==> src/rtl/vit_pkg.sv <==
// =============================================================================
// vit_pkg - shared types and helpers for the Viterbi trellis memory sequencer
// Rev 1.0
// =============================================================================
`default_nettype none

package vit_pkg;

   localparam int ADDR_W_DEFAULT = 10;
   localparam int SEL_W_DEFAULT  = 8;

   typedef enum logic [1:0] {
      BANK_A = 2'd0,
      BANK_B = 2'd1,
      BANK_C = 2'd2,
      BANK_D = 2'd3
   } bank_t;

   typedef enum logic [1:0] {
      ROLE_WR   = 2'd0,
      ROLE_RD   = 2'd1,
      ROLE_IDLE = 2'd2
   } role_t;

   typedef logic [1:0] state_t;
   localparam state_t IDLE = 2'd0;
   localparam state_t FILL = 2'd1;
   localparam state_t RUN  = 2'd2;

   // Offset is (bank index - current write bank) mod 4
   function automatic role_t bank_role(input logic [1:0] offset);
      case (offset)
         2'd0:    return ROLE_WR;
         2'd2:    return ROLE_IDLE;
         default: return ROLE_RD;
      endcase
   endfunction

endpackage

`default_nettype wire

==> src/rtl/trellis_tbu_route.sv <==
// =============================================================================
// trellis_tbu_route - registered bank-to-traceback data mux and selection bits
// Rev 1.0
// =============================================================================
`default_nettype none

module trellis_tbu_route
   import vit_pkg::*;
#(
   parameter int SEL_W = SEL_W_DEFAULT
) (
   input  logic             clk,
   input  logic             rst,
   input  bank_t            bank_d2,
   input  logic [SEL_W-1:0] dout_a,
   input  logic [SEL_W-1:0] dout_b,
   input  logic [SEL_W-1:0] dout_c,
   input  logic [SEL_W-1:0] dout_d,
   output logic [SEL_W-1:0] tbu0_d0,
   output logic [SEL_W-1:0] tbu0_d1,
   output logic             tbu0_sel,
   output logic [SEL_W-1:0] tbu1_d0,
   output logic [SEL_W-1:0] tbu1_d1,
   output logic             tbu1_sel
);

   always_ff @(posedge clk or negedge rst) begin
      if (!rst) begin
         tbu0_d0  <= '0;
         tbu0_d1  <= '0;
         tbu0_sel <= 1'b0;
         tbu1_d0  <= '0;
         tbu1_d1  <= '0;
         tbu1_sel <= 1'b0;
      end else begin
         case (bank_d2)
            BANK_A: begin
               tbu0_d0 <= dout_d; tbu0_d1 <= dout_c; tbu0_sel <= 1'b0;
               tbu1_d0 <= dout_c; tbu1_d1 <= dout_b; tbu1_sel <= 1'b1;
            end
            BANK_B: begin
               tbu0_d0 <= dout_d; tbu0_d1 <= dout_c; tbu0_sel <= 1'b1;
               tbu1_d0 <= dout_a; tbu1_d1 <= dout_d; tbu1_sel <= 1'b0;
            end
            BANK_C: begin
               tbu0_d0 <= dout_b; tbu0_d1 <= dout_a; tbu0_sel <= 1'b0;
               tbu1_d0 <= dout_a; tbu1_d1 <= dout_d; tbu1_sel <= 1'b1;
            end
            default: begin
               tbu0_d0 <= dout_b; tbu0_d1 <= dout_a; tbu0_sel <= 1'b1;
               tbu1_d0 <= dout_c; tbu1_d1 <= dout_b; tbu1_sel <= 1'b0;
            end
         endcase
      end
   end

endmodule

`default_nettype wire

==> src/rtl/trellis_mem_ctrl.sv <==
// =============================================================================
// trellis_mem_ctrl - four-bank survivor memory sequencer and traceback feeder
// Rev 1.0
// =============================================================================
`default_nettype none

module trellis_mem_ctrl
   import vit_pkg::*;
#(
   parameter int ADDR_W = ADDR_W_DEFAULT,
   parameter int SEL_W  = SEL_W_DEFAULT
) (
   input  logic              clk,
   input  logic              rst,
   input  logic              enable,
   input  logic [SEL_W-1:0]  sel_in,
   output logic [3:0]        mem_wr,
   output logic [ADDR_W-1:0] mem_addr_a,
   output logic [ADDR_W-1:0] mem_addr_b,
   output logic [ADDR_W-1:0] mem_addr_c,
   output logic [ADDR_W-1:0] mem_addr_d,
   output logic [SEL_W-1:0]  mem_din,
   input  logic [SEL_W-1:0]  mem_dout_a,
   input  logic [SEL_W-1:0]  mem_dout_b,
   input  logic [SEL_W-1:0]  mem_dout_c,
   input  logic [SEL_W-1:0]  mem_dout_d,
   output logic              tbu0_en,
   output logic              tbu1_en,
   output logic              tbu0_sel,
   output logic              tbu1_sel,
   output logic [SEL_W-1:0]  tbu0_d0,
   output logic [SEL_W-1:0]  tbu0_d1,
   output logic [SEL_W-1:0]  tbu1_d0,
   output logic [SEL_W-1:0]  tbu1_d1,
   output logic              running
);

   localparam logic [ADDR_W-1:0] c_last = {ADDR_W{1'b1}};

   state_t            r_state;
   logic [ADDR_W-1:0] r_wr_cnt;
   logic [ADDR_W-1:0] r_rd_cnt;
   bank_t             r_bank;
   bank_t             r_bank_d1;
   bank_t             r_bank_d2;

   logic [3:0]        w_wr;
   logic [ADDR_W-1:0] w_addr [4];
   logic              w_tbu0_set;
   logic              w_tbu1_set;

   // bank_d2 lines up with read data: one cycle for the address register, one for the RAM
   assign w_tbu0_set = (r_bank_d2 == BANK_C);
   assign w_tbu1_set = (r_bank_d2 == BANK_D);
   assign running    = (r_state == RUN);

   always_ff @(posedge clk or negedge rst) begin
      if (!rst) begin
         r_state <= IDLE;
      end else if (!enable) begin
         r_state <= IDLE;
      end else begin
         case (r_state)
            IDLE:    r_state <= FILL;
            FILL:    if (w_tbu0_set) r_state <= RUN;
            RUN:     r_state <= RUN;
            default: r_state <= IDLE;
         endcase
      end
   end

   always_ff @(posedge clk or negedge rst) begin
      if (!rst) begin
         r_wr_cnt  <= '0;
         r_rd_cnt  <= c_last;
         r_bank    <= BANK_A;
         r_bank_d1 <= BANK_A;
         r_bank_d2 <= BANK_A;
         tbu0_en   <= 1'b0;
         tbu1_en   <= 1'b0;
      end else if (!enable) begin
         r_wr_cnt  <= '0;
         r_rd_cnt  <= c_last;
         r_bank    <= BANK_A;
         r_bank_d1 <= BANK_A;
         r_bank_d2 <= BANK_A;
         tbu0_en   <= 1'b0;
         tbu1_en   <= 1'b0;
      end else begin
         r_wr_cnt  <= r_wr_cnt + 1'b1;
         r_rd_cnt  <= r_rd_cnt - 1'b1;
         if (r_wr_cnt == c_last) r_bank <= bank_t'(r_bank + 2'd1);
         r_bank_d1 <= r_bank;
         r_bank_d2 <= r_bank_d1;
         if (w_tbu0_set) tbu0_en <= 1'b1;
         if (w_tbu1_set) tbu1_en <= 1'b1;
      end
   end

   for (genvar i = 0; i < 4; i++) begin : g_bank
      localparam logic [1:0] c_idx = 2'(i);
      role_t w_role;
      assign w_role    = bank_role(2'(c_idx - r_bank));
      assign w_wr[i]   = (w_role == ROLE_WR);
      assign w_addr[i] = (w_role == ROLE_WR) ? r_wr_cnt :
                         (w_role == ROLE_RD) ? r_rd_cnt : '0;
   end

   always_ff @(posedge clk or negedge rst) begin
      if (!rst) begin
         mem_wr     <= '0;
         mem_addr_a <= '0;
         mem_addr_b <= '0;
         mem_addr_c <= '0;
         mem_addr_d <= '0;
         mem_din    <= '0;
      end else if (!enable) begin
         mem_wr     <= '0;
         mem_addr_a <= '0;
         mem_addr_b <= '0;
         mem_addr_c <= '0;
         mem_addr_d <= '0;
         mem_din    <= '0;
      end else begin
         mem_wr     <= w_wr;
         mem_addr_a <= w_addr[0];
         mem_addr_b <= w_addr[1];
         mem_addr_c <= w_addr[2];
         mem_addr_d <= w_addr[3];
         mem_din    <= sel_in;
      end
   end

   trellis_tbu_route #(
      .SEL_W (SEL_W)
   ) u_tbu_route (
      .clk      (clk),
      .rst      (rst),
      .bank_d2  (r_bank_d2),
      .dout_a   (mem_dout_a),
      .dout_b   (mem_dout_b),
      .dout_c   (mem_dout_c),
      .dout_d   (mem_dout_d),
      .tbu0_d0  (tbu0_d0),
      .tbu0_d1  (tbu0_d1),
      .tbu0_sel (tbu0_sel),
      .tbu1_d0  (tbu1_d0),
      .tbu1_d1  (tbu1_d1),
      .tbu1_sel (tbu1_sel)
   );

endmodule

`default_nettype wire

==> config.mk <==
export PLATFORM = sky130hd
export DESIGN_NAME = trellis_mem_ctrl
export DESIGN_NICKNAME = d
export VERILOG_FILES = /design/src/rtl/vit_pkg.sv /design/src/rtl/trellis_tbu_route.sv /design/src/rtl/trellis_mem_ctrl.sv
export SDC_FILE = /design/constraint.sdc
export NUM_CORES = 1
export LEC_CHECK = 0
export CAP_MARGIN = 5
export CORE_MARGIN = 1.5
export CORE_UTILIZATION = 32
export DETAILED_ROUTE_END_ITERATION = 12
export DONT_BUFFER_PORTS = 1
export GPL_ROUTABILITY_DRIVEN = 1
export SYNTH_ARGS = -nofsm -noshare
export SYNTH_HDL_FRONTEND = slang
export SYNTH_SLANG_ARGS = --single-unit
==> constraint.sdc <==
create_clock -name clk -period 1.8 [get_ports clk]
set_clock_uncertainty 0.05 [all_clocks]
set_input_delay 0.54 -clock clk [delete_from_list [all_inputs] [get_ports clk]]
set_output_delay 0.54 -clock clk [all_outputs]
set_load 0.01 [all_outputs]
==> results of run 1 <==
==> synth_stat cells (2+ instances only) <==
library cell  count
o21ai_0           6
nand2_1          38
inv_1            12
xor2_1            2
ha_1             13
mux2_2           36
xnor2_1           2
or4_1             4
a21oi_1          40
buf_2             4
nand3b_1          7
nand2b_1          2
buf_1             3
or3b_2            6
clkbuf_1         19
dfrtp_1         106
nor2_1           31
nand3_1          11
o31ai_1           5
nor3b_1          11
o21a_1            2
and2_1           15
mux2i_1           3
dfstp_2          10
or3_1             9
==> power by group through the flow <==
| stage | Clock, W | Combinational [W] | Sequential, W |
|---|---|---|---|
| 2_1_floorplan | 0 | 0.000183 | 0.00285 |
| 3_3_place_gp | 0 | 0.000216 | 0.00287 |
| 3_5_place_dp | 0 | 0.000230 | 0.00287 |
| 4_1_cts | 0.00320 | 0.000232 | 0.00282 |
| 5_1_grt | 0.00334 | 0.000256 | 0.00283 |
| 6_report | 0.00311 | 0.000227 | 0.00282 |
==> timing repair <==
item | 4_1_cts | 5_1_grt
buffers inserted | 0 | 0
gates resized for setup | 0 | 6
setup endpoints to repair | 0 | 16
hold endpoints to repair | 116 | 116
==> stage by stage <==
stage	std cells	power [W]	util	cell area, µm²	hold WS [ns]
finish	618	0.00616	0.389	5630	-0.230
global route	618	0.00643	0.389	5630	-0.249
CTS	618	0.00625	0.388	5620	-0.249
detailed placement	586	0.00310	0.349	5050	0.197
global placement	586	0.00308	0.349	5050	0.197
floorplan	406	0.00303	-	4740	0.194
==> registers in the layout, indices dropped and copies added, names as in the netlist, 4 cells and up <==
name	cells
u_tbu_route.tbu0_d1	8
mem_addr_c	10
mem_din	8
mem_wr	4
u_tbu_route.tbu1_d1	8
r_rd_cnt	10
u_tbu_route.tbu1_d0	8
r_wr_cnt	10
mem_addr_a	10
u_tbu_route.tbu0_d0	8
mem_addr_d	10
mem_addr_b	10
==> path summary, 6_finish.rpt <==
kind | slack [ns] | depth (start not counted) | end
min reg2reg | 0.40 | 1 | r_bank_d2[1]$_DFF_PN0_
max | 0.09 | 2 | running
min | -0.23 | 0 | u_tbu_route.tbu0_d1[7]$_DFF_PN0_
max reg2reg | 0.09 | 5 | r_rd_cnt[6]$_DFF_PN1_
min in group clk | 0.12 | 1 | r_rd_cnt[2]$_DFF_PN1_
max in group asynchronous | 1.71 | 0 | r_rd_cnt[5]$_DFF_PN1_
==> cells by family after synthesis <==
family,after synthesis
and+or+nand+nor,140
DFF,116
AOI/OAI and AO/OA,54
buffers and inverters,40
muxes,39
adders and majority gates,13
xor gates and xnor gates,4
==> routing by layer <==
| metal | vias to the layer above | share of wire |
|---|---|---|
| met1 | 1496 | 0.41 |
| met3 | 18 | 0.082 |
| met5 | - | 0 |
| met4 | 0 | 0.022 |
| li1 | 1401 | - |
| met2 | 137 | 0.48 |
==> cell type report <==
type                            instances  share of cell area
Clock buffer                           17              0.0755
Clock inverter                         15              0.0240
Inverter                               13             0.00866
Multi-Input combinational cell        250               0.298
Sequential cell                       116               0.518
Tap cell                              184              0.0409
Timing Repair Buffer                   23              0.0351
==> worst max-delay path, stage by stage, from the launching register on <==
cell	delay [ns]
dfrtp_1	0.40
inv_1	0.09
ha_1	0.22
==> placed cells by master (no fill, tap or decap), drive strengths merged, types with 2 or more instances in the layout <==
cell,instances
or4,5
a21oi,40
nand3b,7
nand2,38
nor2,31
inv,15
dfrtp,106
nand3,11
or3b,6
nor3b,11
buf,23
clkbuf,17
clkinv,7
clkinvlp,5
dfstp,10
mux2,36
o31ai,5
mux2i,3
xnor2,2
nand2b,2
ha,13
o21a,2
xor2,2
or3,9
and2,15
o21ai,6
==> impl_metrics.tcl, run 1 <==
set metrics [dict create \
    gp_congestion 0.834 \
    synth-seq-cells 116 \
    pwr-share-clk 0.505 \
    ff_latch_area_um2 2920 \
    path_max_fanout 3 \
    wl_per_cell_um 17.6 \
    core_um2 14500 \
    ant_nets 0 \
    routed_wl_mm 10.9 \
    drive_above_1_share 0.267 \
    yosys_warnings 0 \
    gr-usage-all-layers 0.149 \
    multi_input_area_um2 1680 \
    setup_viol_count_final 0 \
    synth_mux_area_frac 0.0918 \
    synth-main-ff-cell "dfrtp_1" \
    synth-compound-area-share 0.0612 \
    hpwl_mm 7.37 \
    synthXorXnorAreaFrac 0.00739 \
    grt_max_degree 117 \
    htree_levels 4 \
    synth-simple-area-share 0.156 \
    max_freq_mhz 584 \
    preCtsSetupSlack_ns 0.0516 \
    syn_to_final_growth_pct 18.8 \
    violations "hold timing" \
    numCtsBuffers 17 \
    hp-class "primary input to async pin" \
    maxCapViolations 0 \
    hold_viol_final 116 \
    crit_required_ns 1.21 \
    power_density_nw_per_um2 1090 \
    synth_adder_area_share 0.0343 \
    cts_sinks 116 \
    worst_hold_slack_ns -0.230 \
    synth.distinct_cells 34 \
    internal_power_w 0.00473 \
    synth-edff-count 0 \
    synth_top_cell_area_share 0.560 \
    reg2reg_from "r_rd_cnt[1]$_DFF_PN1_" \
    clock_path_buffers 2 \
    rows 44 \
    power.switching_w 0.00143 \
    peakVddDrop_uv 627 \
    firstDrtPassIters 4 \
    seqPwrFrac 0.458 \
    routed-via-count 3052 \
    setup_tns_ns 0 \
    n_fill_cell 1389 \
    initial_utilization 0.327 \
    path_clk_slew_ns 0.05 \
    setup_ws_ns 0.0883 \
    gr-usage-met1 0.179 \
    portBuffers 0 \
    switching_share 0.232 \
    outcome "finished with violations" \
    yosysTopAreaCell "dfrtp_1" \
    gr-total-overflow 0 \
    antenna_found_initial 0 \
    cp-start-kind "flop" \
    route.detailed.drc 0 \
    critical_path.startpoint "r_state[0]$_DFFE_PN0P_" \
    worst_pin_slew_ns 0.392 \
    diodes 0 \
    cts_root_buffer "clkbuf_16" \
    die_area_um2 15600 \
    busiest_layer "met2" \
    first_global_vias 3165 \
    syn_area_per_cell_um2 11.7 \
    min_period_ns 1.71 \
    total_leakage_power_nw 2.42 \
    met2_usage 0.231 \
    synthTopCellsByArea "dfrtp_1, mux2_2, dfstp_2, a21oi_1, ha_1" \
    synth_top_family_by_area "simple AND/OR/NAND/NOR gates" \
    synthArstFlopShare 1.00 \
    final_max_slew_viol_count 0 \
    drtIter0Drc 156 \
    vias_per_cell 4.94 \
    final_nets 477 \
    clock_latency_ns 0.41 \
    die_w_um 125 \
    rsz0062_at_grt "false" \
    mappedNetlistNets 462 \
    grt.met3_usage 0.0640 \
    grt_pass1_wl_mm 17.6 \
    syn_area_um2 4740 \
    top_level_ports 132 \
    comb_power_share 0.037 \
    crit_type "flop to output pin" \
    end_kind "output pin" \
    fin_crit_sh 0.951 \
    die_height_um 125 \
    ys_seq_area_frac 0.615 \
    cts_tree "yes" \
    synthCells 406 \
    critPathArrivalTime_ns 1.12 \
    maxSlewHeadroom 0.737 \
]
Power figures use the tool's default switching activity.
==> inputs of run 2 (changes only) <==
- REMOVE_ABC_BUFFERS: unset -> 1
==> run 2 against run 1 <==
Effect of this change: the run still ends with hold timing left; sequential cell count is the same; wire length is 4.3% lower; sequential power about the same; utilization about the same; global-route usage shrank 0.69 points; first-iteration DRC count fell by 6.4%; die area is the same; total power up 4.3%; hold slack improved by 0.0039 ns; final area hardly changed; largest power group unchanged; highest routed layer unchanged.
==> impl_metrics.tcl, run 2 (synthesized netlist as in run 1, its figures left out) <==
set metrics [dict create \
    outcome "finished with violations" \
    violations "hold timing" \
    routed_wl_mm 10.4 \
    power_density_nw_per_um2 1140 \
    core_um2 14500 \
    die_w_um 125 \
    setup_tns_ns 0 \
    power_w 0.00642 \
    route.detailed.drc 0 \
    top_level_ports 132 \
    total_leakage_power_nw 2.45 \
    rsz0062_at_grt "false" \
    initial_utilization 0.327 \
    wl_per_cell_um 16.9 \
    clock_latency_ns 0.41 \
    critPathArrivalTime_ns 1.95 \
    n_fill_cell 1361 \
    hold_viol_final 116 \
    crit_required_ns 2.05 \
    hpwl_mm 7.10 \
    vias_per_cell 4.94 \
    cts_root_buffer "clkbuf_16" \
    grt_max_degree 117 \
    syn_to_final_growth_pct 18.9 \
    maxSlewHeadroom 0.626 \
    fin_crit_sh 0.944 \
    worst_hold_slack_ns -0.226 \
    end_kind "flop" \
    hp-class "primary input to async pin" \
    diodes 0 \
    htree_levels 4 \
    path_clk_slew_ns 0.05 \
    maxCapViolations 0 \
    setup_viol_count_final 0 \
    rows 44 \
    cts_sinks 116 \
    crit_type "flop to flop" \
    portBuffers 0 \
    peakVddDrop_uv 635 \
    gp_congestion 0.848 \
    max_freq_mhz 589 \
    firstDrtPassIters 4 \
    routed-via-count 3042 \
    final_common_cell "dfrtp_1" \
    numCtsBuffers 17 \
    gr-total-overflow 0 \
    ant_nets 0 \
    cp-start-kind "flop" \
    drive_above_1_share 0.250 \
    grt_pass1_wl_mm 16.9 \
    antenna_found_initial 0 \
    final_max_slew_viol_count 0 \
    min_period_ns 1.70 \
    final_nets 475 \
    gr-usage-all-layers 0.142 \
    cts_tree "yes" \
    die_height_um 125 \
    clock_path_buffers 2 \
    final_cell_mix "dfrtp_1, a21oi_1, nand2_1, mux2_2, nor2_1" \
    die_area_um2 15600 \
    path_max_fanout 6 \
    drtIter0Drc 146 \
    worst_pin_slew_ns 0.561 \
    first_global_vias 3103 \
]
## run 2: cell types whose count changed in the layout (fill, tap and decap cells not counted)
cell and change:
clkinvlp_4 -5, ha_1 +4, ha_2 -4, clkbuf_8 +3, clkinv_2 +3, clkinv_4 -3, bufinv_16 +2, clkbuf_1 +2
inv_6 -2, buf_12 -1, buf_4 -1
## run 2: worst paths after layout
kind	startpoint	cells past startpoint	slack, ns	end
worst max register to register	r_wr_cnt[1]$_DFF_PN0_	4	0.10	r_bank[0]$_DFFE_PN0P_
worst max-delay path	r_wr_cnt[1]$_DFF_PN0_	4	0.10	r_bank[0]$_DFFE_PN0P_
min in group clk	enable	1	0.12	r_rd_cnt[2]$_DFF_PN1_
worst min register to register	r_bank_d1[1]$_DFF_PN0_	1	0.41	r_bank_d2[1]$_DFF_PN0_
max in group asynchronous	rst	0	1.70	r_rd_cnt[5]$_DFF_PN1_
worst min-delay path	rst	0	-0.23	mem_addr_b[6]$_DFF_PN0_
## run 2: where the power goes
| part | switching (W) | internal [W] | total (W) |
|---|---|---|---|
| sequential | 0.000103 | 0.00272 | 0.00283 |
| combinational | 0.000111 | 0.000106 | 0.000216 |
| clock | 0.00111 | 0.00227 | 0.00338 |
## run 2: layer usage
layer  share of wire  global-route usage
met2            0.47               0.220
met1            0.41               0.163
met4           0.022              0.0717
met5               0                   0
met3           0.099              0.0700
## run 2: timing repair
item	CTS	global route
hold endpoints to repair	116	116
endpoints found under the setup margin	0	6
buffers inserted	0	0
gates resized for setup	0	2
## run 2: layout make-up
| cell class | count | area (µm²) | share of cell area |
|---|---|---|---|
| Inverter | 13 | 48.8 | 0.00866 |
| Clock inverter | 10 | 129 | 0.0229 |
| Timing Repair Buffer | 21 | 170 | 0.0302 |
| Sequential cell | 116 | 2920 | 0.517 |
| Multi-Input combinational cell | 250 | 1670 | 0.296 |
| Clock buffer | 22 | 474 | 0.0841 |
| Tap cell | 184 | 230 | 0.0408 |
## run 2: metrics by stage
| step | setup WS, ns | std cells | utilization | cell area (µm²) | hold WS (ns) |
|---|---|---|---|---|---|
| global placement | 0.147 | 584 | 0.347 | 5030 | 0.197 |
| detailed placement | 0.0819 | 584 | 0.347 | 5030 | 0.197 |
| finish | 0.101 | 616 | 0.389 | 5640 | -0.226 |
| global route | 0.000733 | 616 | 0.389 | 5640 | -0.249 |
| CTS | 0.0664 | 616 | 0.389 | 5630 | -0.246 |
| floorplan | -0.0900 | 379 | - | 4630 | 0.194 |
## run 2: worst max-delay path: stages, from the launching register on
cell	delay, ns
dfrtp_1	0.42
ha_1	0.26
nand3_1	0.14
nor3_1	0.33
mux2_2	0.38
